--- config.mk ---
export PLATFORM = sky130hd
export DESIGN_NAME = tone_i2s_synth
export DESIGN_NICKNAME = d
export VERILOG_FILES = /design/src/rtl/tone_i2s_synth.sv
export SDC_FILE = /design/constraint.sdc
export NUM_CORES = 1
export LEC_CHECK = 0
export BUFFER_PORTS_ARGS = -buffer_cell sky130_fd_sc_hd__buf_2
export CORE_UTILIZATION = 54
export DETAILED_ROUTE_END_ITERATION = 8
export MAX_ROUTING_LAYER = met4
export PLACE_DENSITY = 0.73
export SYNTH_ARGS = -nofsm -noshare
export SYNTH_HDL_FRONTEND = slang
export SYNTH_SLANG_ARGS = --single-unit
--- constraint.sdc ---
create_clock -name clk -period 3.4 [get_ports clk]
set_clock_uncertainty 0.2 [all_clocks]
set_input_delay 0 -clock clk [delete_from_list [all_inputs] [get_ports clk]]
set_output_delay 0 -clock clk [all_outputs]
set_load 0.1 [all_outputs]
--- src/rtl/tone_i2s_synth.sv ---
// tone_i2s_synth: square-wave tone synthesiser with a Pmod I2S-style DAC output.
// A phase accumulator toggles a square wave at the requested pitch.
// A 3-bit volume scales the wave to a signed 16-bit sample.
// The sample is captured once per 512-clk frame.
// It is sent left-justified and MSB first on both channels.
// Optional macro VOL_RAMP_EN: when defined, the applied amplitude ramps toward
// its target by 0x0100 per frame instead of jumping to it immediately.
module tone_i2s_synth #(
    parameter int unsigned CLK_FREQ    = 100_000_000,
    parameter int unsigned SILENCE_MIN = 20000
) (
    input  logic        clk,
    input  logic        rst_n,
    input  logic [31:0] tone,
    input  logic [2:0]  volume,
    input  logic        enable,
    output logic        square,
    output logic [15:0] sample,
    output logic        audio_mclk,
    output logic        audio_lrck,
    output logic        audio_sck,
    output logic        audio_sdin
);

    localparam logic [32:0] HALF_FREQ = 33'(CLK_FREQ / 2);
    localparam logic [15:0] AMP_STEP  = 16'h0100;

    logic [8:0]  cnt_q, cnt_d;
    logic [31:0] acc_q, acc_d;
    logic        square_q, square_d;
    logic [15:0] sample_q, sample_d;
    logic        sdin_q, sdin_d;
    logic        silent;
    logic [15:0] amp_target;
    logic [15:0] amp_applied;
    logic [32:0] acc_sum;
    logic        frame_end;

    assign frame_end = (cnt_q == 9'd511);

    // Decode silence and map the volume code to its target amplitude
    always_comb begin
        silent     = (tone == 32'd0) || (tone >= SILENCE_MIN) || !enable;
        amp_target = 16'h0000;
        case (volume)
            3'd0:    amp_target = 16'h0000;
            3'd1:    amp_target = 16'h0400;
            3'd2:    amp_target = 16'h0800;
            3'd3:    amp_target = 16'h1000;
            3'd4:    amp_target = 16'h2000;
            default: amp_target = 16'h4000;
        endcase
        if (silent) begin
            amp_target = 16'h0000;
        end
    end

`ifdef VOL_RAMP_EN
    logic [15:0] amp_q, amp_d;

    // Step the applied amplitude toward the target once per frame, never overshooting
    always_comb begin
        amp_d = amp_q;
        if (frame_end) begin
            if (amp_q < amp_target) begin
                amp_d = ((amp_target - amp_q) > AMP_STEP) ? (amp_q + AMP_STEP) : amp_target;
            end else if (amp_q > amp_target) begin
                amp_d = ((amp_q - amp_target) > AMP_STEP) ? (amp_q - AMP_STEP) : amp_target;
            end
        end
    end

    // Hold the ramped amplitude between frames
    always_ff @(posedge clk or negedge rst_n) begin
        if (!rst_n) begin
            amp_q <= 16'h0000;
        end else begin
            amp_q <= amp_d;
        end
    end

    assign amp_applied = amp_d;
`else
    assign amp_applied = amp_target;
`endif

    // Next-state logic: frame counter, phase accumulator, sample capture and serial bit
    always_comb begin
        cnt_d    = cnt_q + 9'd1;
        acc_d    = acc_q;
        square_d = square_q;
        sample_d = sample_q;
        acc_sum  = {1'b0, acc_q} + {1'b0, tone};

        if (silent) begin
            acc_d    = 32'd0;
            square_d = 1'b0;
        end else if (acc_sum >= HALF_FREQ) begin
            acc_d    = 32'(acc_sum - HALF_FREQ);
            square_d = ~square_q;
        end else begin
            acc_d    = acc_sum[31:0];
        end

        if (frame_end) begin
            sample_d = square_q ? amp_applied : (16'h0000 - amp_applied);
        end

        sdin_d = sample_d[4'd15 - cnt_d[7:4]];
    end

    // State registers; all cleared asynchronously so the interface goes quiet at once
    always_ff @(posedge clk or negedge rst_n) begin
        if (!rst_n) begin
            cnt_q    <= 9'd0;
            acc_q    <= 32'd0;
            square_q <= 1'b0;
            sample_q <= 16'h0000;
            sdin_q   <= 1'b0;
        end else begin
            cnt_q    <= cnt_d;
            acc_q    <= acc_d;
            square_q <= square_d;
            sample_q <= sample_d;
            sdin_q   <= sdin_d;
        end
    end

    assign square     = square_q;
    assign sample     = sample_q;
    assign audio_mclk = cnt_q[1];
    assign audio_sck  = cnt_q[3];
    assign audio_lrck = cnt_q[8];
    assign audio_sdin = sdin_q;

endmodule
==> results of run 1 <==
[logic make-up (layout without fill, tap and decap cells)]
group	after synthesis	in the layout	share of synthesized area, %
AND/OR/NAND/NOR	226	226	21.13
multiplexers	12	12	3.316
XOR/XNOR	43	43	7.414
AO/OA/AOI/OAI	192	192	27.52
buffers and inverters	46	264	3.766
adder cells (fa/ha/maj)	37	37	8.906
flip-flops	59	59	27.95
[metal layers]
metal	GRT usage, %	up-vias
li1	-	2723
met1	44.72	2863
met2	61.75	360
met3	6.588	84
met4	16.28	0
met5	-	-
[stage by stage]
stage	hold slack, ns	total power, W	cell area [sq um]	setup WS, ns	cells
final	0.02405	0.001747	7604	-0.7243	962
after global routing	0.09939	0.001802	7604	-0.8488	962
after detailed placement	-0.01046	0.001075	6814	-0.5244	923
after CTS	0.01766	0.001695	7286	-0.3963	949
after floorplan	-0.4956	0.0009054	5364	-0.07342	615
after global placement	-0.02287	0.001063	6814	-0.3257	923
[state kept, by name, summed over array words and instances, names as in the netlist]
| signal | flops |
|---|---|
| cnt_q | 9 |
| acc_q | 32 |
| square | 1 |
| sample | 16 |
| audio_sdin | 1 |
[cell type report]
class	instances	share of cell area [%]
clock buffer	9	1.629
clock inverter	7	0.7734
inverter	18	0.8886
multi-input combinational	510	53.12
sequential	59	19.42
tap	129	2.123
timing repair buffer	230	22.05
[power groups by stage]
stage          combinational [W]  sequential [W]  clock [W]
3_3_place_gp            0.000348        0.000715          0
4_1_cts                 0.000385        0.000701   0.000610
3_5_place_dp            0.000360        0.000715          0
2_1_floorplan           0.000190        0.000715          0
6_report                0.000434        0.000701   0.000612
5_1_grt                 0.000462        0.000701   0.000639
[critical path: cells and delay by family (launching register included)]
kind | cells | cell delay [ns]
compound gates | 7 | 1.67
simple gates | 3 | 0.75
buf+inv | 3 | 0.49
flops | 1 | 0.39
fa+ha+maj | 1 | 0.33
xor+xnor | 1 | 0.16
[final timing paths]
kind / depth (start not counted) / end / slack (ns)
min in group asynchronous: 2 / acc_q[28]$_DFF_PN0_ / 0.11
max in group asynchronous: 3 / sample[11]$_DFF_PN0_ / 2.05
worst min register to register: 1 / cnt_q[8]$_DFF_PN0_ / 0.31
worst max-delay path: 15 / acc_q[31]$_DFF_PN0_ / -0.72
worst min-delay path: 5 / sample[12]$_DFF_PN0_ / 0.02
worst max register to register: 15 / acc_q[31]$_DFF_PN0_ / -0.72
[cell usage in the layout (no fill, tap or decap), types with 4 or more instances in the layout]
master,Yosys,final
nand3_1,20,19
clkbuf_8,0,9
nand2_1,51,49
and3_1,6,6
a21oi_2,2,14
ha_1,36,32
a21o_1,12,12
xor2_2,1,4
o21ai_0,21,21
inv_1,18,17
o21ai_1,5,4
o21a_1,11,11
mux4_2,4,4
buf_4,3,160
o211ai_1,7,7
mux2i_1,4,4
ha_4,0,4
xor2_1,15,12
buf_2,6,58
dfrtp_1,59,59
and4_1,5,5
buf_6,1,4
xnor2_1,26,26
nor2_1,69,67
nor3_1,16,15
a31oi_1,4,4
a21oi_1,56,44
a211oi_2,6,8
a211oi_1,12,7
nor4_4,0,4
dlygate4sd3_1,0,4
nor2b_1,16,16
nand4_1,13,13
mux2_2,4,4
[timing repair]
| item | in CTS | in global routing |
|---|---|---|
| cloned | 2 | 1 |
| buffers inserted | 4 | 12 |
| resized for setup | 22 | 44 |
| setup endpoints to repair | 26 | 27 |
| hold endpoints to repair | 41 | 0 |
| hold buffers | 4 | 0 |
| pin swaps | 9 | 27 |
==> results.txt, run 1 <==
- Result of the run: complete, but fails checks
- Failing checks: setup timing
- Transition time at the pin with the least slew margin: 0.9569 ns
- Worst Path Max Fanout: 5
- For this run, the share of the core covered by cells in the final layout is between 80% and 90%.
* Final-report hold violation count: 0
- The clock drives 59 sinks.
* Path category of the worst min-delay check: in2reg
- Number of buffers created by CTS: 9
- The commonest cells after synthesis are nor2_1, dfrtp_1, a21oi_1, nand2_1, ha_1.
* Critical path data arrival time: roughly 4.2 ns
* Number of vias per cell: 6.268
* All-Layer GR Usage: a little under two fifths
* Startpoint class of the critical path: flip-flop
- Part of the power in combinational logic: between 20% and 30%
- The clock network burns 35.0% of the power.
- Launch instance of the worst register-to-register path: acc_q[2]$_DFF_PN0_
- Critical path endpoint category: flip-flop
- After synthesis, the mean cell area works out to approximately 8.6 sq um.
- Synthesis-to-layout area growth: 43.94%
- Setup repair after global routing could not meet its margin everywhere.
* Unique cell type count in the Yosys netlist: 85
- Share of synthesized area occupied by flip-flops and latches: between 20% and 30%
- Reg power frac: roughly 40%
* Number of rows in the core area: 35
- Most numerous cell in the Yosys netlist: nor2_1
* VDD IR max: slightly above 0.3 mV
* Width of the die: 100.9 um
* Routed wl met2: 8.995 mm
- Synthesis warning total: 0
- The count of nets left with antenna violations once routing finished came out at 0.
- Number of global-route vias before repair: about 5800
- Setup total negative slack on the finished layout was measured at -16.16 ns.
* Area taken by flip-flops and latches: 1476 sq um
- Crit-path slowest cell: nor4_4
* Max transition margin: 36.21%
- No sink is reached through more buffers than the 2 on the longest clock path.
- Chain of cells forming the critical path: ha_1 -> o211ai_1 -> o211ai_2 -> a311oi_4 -> buf_4 -> a21oi_2 -> nor4_4 -> a311oi_4 -> o41ai_4 -> a221oi_4 -> buf_4 -> buf_6 -> nor3b_2 -> xnor2_1 -> nor2_1
- Cell area power density: roughly 230 nW/um^2
- Ranked by total cell area, the synthesized netlist is headed by dfrtp_1, ha_1, a21oi_1, nor2_1, xnor2_1.
* Final critical-path required period: just over 4 ns
- Counting the fill cells in the layout gives between 600 and 700.
- Final HPWL from detailed placement: between 10 and 15 mm
- Standard cell core area: 9371 sq um
- Max Used Layer: met4
- Later-pin clock latency in the skew report: 0.36 ns
* Number of failing setup endpoints in the final timing report: 26
- The die covers just over 10000 sq um.
- In the synthesized netlist the async set-or-reset flop fraction comes to 100.0%.
* Average wire per standard cell: approximately 20 um
- The floorplan step set the die height to just over 100 um.
- Synthesis inferred 59 register bits.
- The worst path uses 121.3% of the clock period.
- Share of post-route cells with drive strength above 1: roughly 40%
- Of the total power, the share spent switching nets is 32.72%.
* Cell accounting for the most synthesized area: dfrtp_1
- Once the floorplan was initialized, standard cells occupied around 56% of the core.
- Clock root buffer: clkbuf_8
- Static timing analysis puts the maximum clock frequency at about 240 MHz.
- RD Place Congestion: ~0.95
- Cell internal power was estimated by the tool at ~0.0012 W.
* Total number of vias: 6030
* I/O pin count: 59
- Global routing finished with a remaining overflow of 0.
- Wire length of the first global-routing pass: between 20 and 30 mm
* Largest net degree at the start of global routing: 40
- After layout, the worst setup slack is -0.7243 ns.
- IO Port Bufs: 58
- Top-area cell type share of the netlist area: 27.95%
* Number of antenna violations at the first check in global routing: 0
- In this run the cell area of the synthesized design comes to 5283 sq um.
- Number of nets produced by synthesis: a little under 700
* CTS H-tree depth: 3
- Final Max Tran Viols: 0
- The largest single stage delay on the critical path is 0.50 ns.
- Across the run, the number of max-cap violations was 0.
- The first routing iteration left approximately 500 violations.
- The critical path is of the reg2reg type.
* Net switching power figure: approximately 0.00057 W
- Yosys mapped a number of flops with a built-in enable equal to 0.
- Static power due to leakage: 3.545 nW
* CTS tree: done
- Area occupied by multi-input gates: 4039 sq um
- Worst Setup SP: acc_q[2]$_DFF_PN0_
- In the final design database the tool counted around 900 nets.
- Summed over all layers, the routed wires come to 18.91 mm.
- After detailed routing, the wire length on met1 is approximately 7.5 mm.
- DRC: 0
- Origin of the worst min-delay path: volume[0]
* Clock-pin slew on the worst setup and hold paths: approximately 0.08 ns
* Flip-flop cell with the highest count after synthesis: dfrtp_1
* Post-synthesis cell count: 615
- At the worst endpoint, the required time is roughly 3.4 ns.
* TritonRoute pass-1 iters: 5
* Ant diodes: 0
- After detailed routing, the met3 layer carries about 1.6 mm of wire.
Note: power is estimated with default switching activity, not from simulation.
==> run 2, diff against run 1 <==
Settings changed: SKIP_LAST_GASP set to 1.
==> results.txt, run 2 (same netlist as run 1, synthesis figures left out) <==
- Final wirelength: 18.82 mm
- Final critical-path required period: 4.058 ns
- The tightest min-delay check is of the in2reg type.
- Clock buffer depth: 2
- Average wire per standard cell: approximately 20 um
- Highest Clock Rate: between 200 and 250 MHz
* Clock root buffer: clkbuf_8
* Width of the die: 100.9 um
- Setup violations remaining at the end of the flow were counted as 26.
- Height of the chip: between 100 and 150 um
* Die Outline Area: between 10000 and 15000 sq um
- I/O pin count: between 50 and 60
- Using the TritonRoute via totals, the vias-per-cell ratio works out to around 6.3.
* Worst min-delay path endpoint: sample[12]$_DFF_PN0_
- Final critical-path share of the clock period: 119.4%
- After clock tree synthesis, the clock-pin slew on the worst setup and hold paths is 0.08 ns.
* Most common cell after layout, fill and taps aside: buf_4
- Static power due to leakage: about 3.5 nW
- Max Cap Viol: 0
- Critical path endpoint category: flip-flop
- Final instance count without filler cells: 962
- The total overflow left after global routing is 0.
- Max transition margin: a little over a third
- Critical register-to-register path endpoint: acc_q[31]$_DFF_PN0_
* Initial Utilization: a little under three fifths
- Worst Path Max Fanout: 5
- Dividing total power by cell area gives a power density of approximately 230 nW/um^2.
- The first global-routing pass estimated 28.26 mm of wire.
* Start-to-end type of the worst setup path: reg2reg
* Result of the run: complete, but fails checks
* Ant diodes: 0
- CTS tree: done
- Before antenna repair, the detailed router went through 5 iterations.
* DRC: 0
- Setup WS post-layout: -0.6580 ns
* Flip-flop count of the largest register after layout: 32
- The clock reaches the later pin of the worst-skew pair after roughly 0.36 ns.
- Number of routed nets with antenna violations: 0
- The clock tree synthesis step divided the H-tree into 3 levels.
* Launch instance of the worst register-to-register path: acc_q[0]$_DFF_PN0_
- TritonCTS Sinks: 59
* Count of placed standard cells including taps: 923
- DR iter-0 viols: 533
- Number of global-route vias before repair: 5782
- Share of post-route cells with drive strength above 1: around two fifths
- VDD IR max: 0.2836 mV
- Critical path data arrival time: 4.09 ns
- All-Layer GR Usage: between 30% and 40%
- Failing checks: setup timing
- Compared with the post-synthesis result, the final layout area differs by 43.96%.
* Register-to-Register Setup Slack: -0.66 ns
- Fillers: between 500 and 600
- Counting flops per register, the top entry is acc_q.
* Final HPWL from detailed placement: between 10 and 15 mm
* Final-report hold violation count: 0
- Critical Path RT: 3.43 ns
* Final Max Tran Viols: 0
- Largest net degree at the start of global routing: 40
* Post-layout net count: ~900
* IO Port Bufs: just under 60
- Clock tree synthesis inserted a total of 9 buffers.
* RSZ-0062 raised after global routing: yes
- Number of rows in the core area: 35
* Transition time at the pin with the least slew margin: ~0.95 ns
- RD Place Congestion: roughly 0.95
* Most frequent cells in the layout: buf_4, nor2_1, dfrtp_1
- Counting cells, the worst reg-to-reg path comes to 15.
- The worst hold path begins at volume[0].
- Total Power: roughly 0.0017 W
- STA classifies the critical path startpoint as a flip-flop.
* Standard cell core area: approximately 9400 sq um
- The routed layout has 6041 vias.
- The tightest hold path in the finished design has a slack of 0.02764 ns.
* Worst Hold Depth: 5
- The number of antenna violations at the first check in global routing is 0.
==> run 2: critical path, stage by stage (launching register included) <==
cell and delay, ns:
dfrtp_1 0.42, ha_4 0.19, fa_2 0.35, a21o_1 0.22
nand4_1 0.21, a211oi_4 0.14, o21a_1 0.23, a2111oi_4 0.52
a311oi_4 0.23, o41ai_4 0.36, a221oi_4 0.14, buf_4 0.19
buf_6 0.12, nor3b_2 0.17, xnor2_1 0.16, nor2_1 0.08
==> run 2: power by group <==
part,switching [W],internal (W)
registers,0.000000000773,0.000701
logic,0.000232,0.000201
clock network,0.000337,0.000274
==> run 2: layout make-up <==
type / instances / area (sq um) / area share, %
clock inverter: 7 / 58.81 / 0.7733
inverter: 18 / 67.56 / 0.8885
tap: 129 / 161.4 / 2.122
sequential: 59 / 1476 / 19.41
multi-input combinational: 510 / 4044 / 53.18
clock buffer: 9 / 123.9 / 1.629
timing repair buffer: 230 / 1673 / 22.00
==> run 2: worst max path at each step <==
| stage | startpoint | endpoint | slack [ns] | cells past startpoint |
|---|---|---|---|---|
| 3_5_place_dp | acc_q[1]$_DFF_PN0_ | acc_q[8]$_DFF_PN0_ | -0.52 | 13 |
| 4_1_cts | acc_q[0]$_DFF_PN0_ | acc_q[27]$_DFF_PN0_ | -0.40 | 14 |
| 5_1_grt | acc_q[0]$_DFF_PN0_ | acc_q[31]$_DFF_PN0_ | -0.80 | 17 |
| 2_1_floorplan | acc_q[0]$_DFF_PN0_ | acc_q[21]$_DFF_PN0_ | -0.07 | 14 |
| 3_3_place_gp | acc_q[1]$_DFF_PN0_ | acc_q[8]$_DFF_PN0_ | -0.33 | 12 |
| 6_report | acc_q[0]$_DFF_PN0_ | acc_q[31]$_DFF_PN0_ | -0.66 | 15 |
==> run 2: routing by layer <==
layer | GRT usage, % | routed length, um | vias up
met4 | 16.16 | 913 | 0
met3 | 6.519 | 1379 | 79
met1 | 44.90 | 7556 | 2895
met2 | 61.64 | 8968 | 347
li1 | - | - | 2720
met5 | - | 0 | -
==> run 2: stage by stage <==
step	setup slack [ns]	setup TNS, ns	cell area, sq um	util, %
after floorplan	-0.07342	-0.9737	5364	-
after CTS	-0.3963	-8.647	7278	77.66
after detailed placement	-0.5244	-10.85	6814	72.71
final	-0.6580	-14.94	7605	81.15
after global placement	-0.3257	-6.236	6814	72.71
after global routing	-0.7961	-17.84	7605	81.15
==> run 2: timing repair <==
item / in CTS / in global routing
hold buffers: 4 / 0
pin swaps: 8 / 33
endpoints found under the hold margin: 41 / 0
gates resized for setup: 21 / 43
cloned: 2 / 1
endpoints found under the setup margin: 26 / 27
setup buffers: 4 / 12
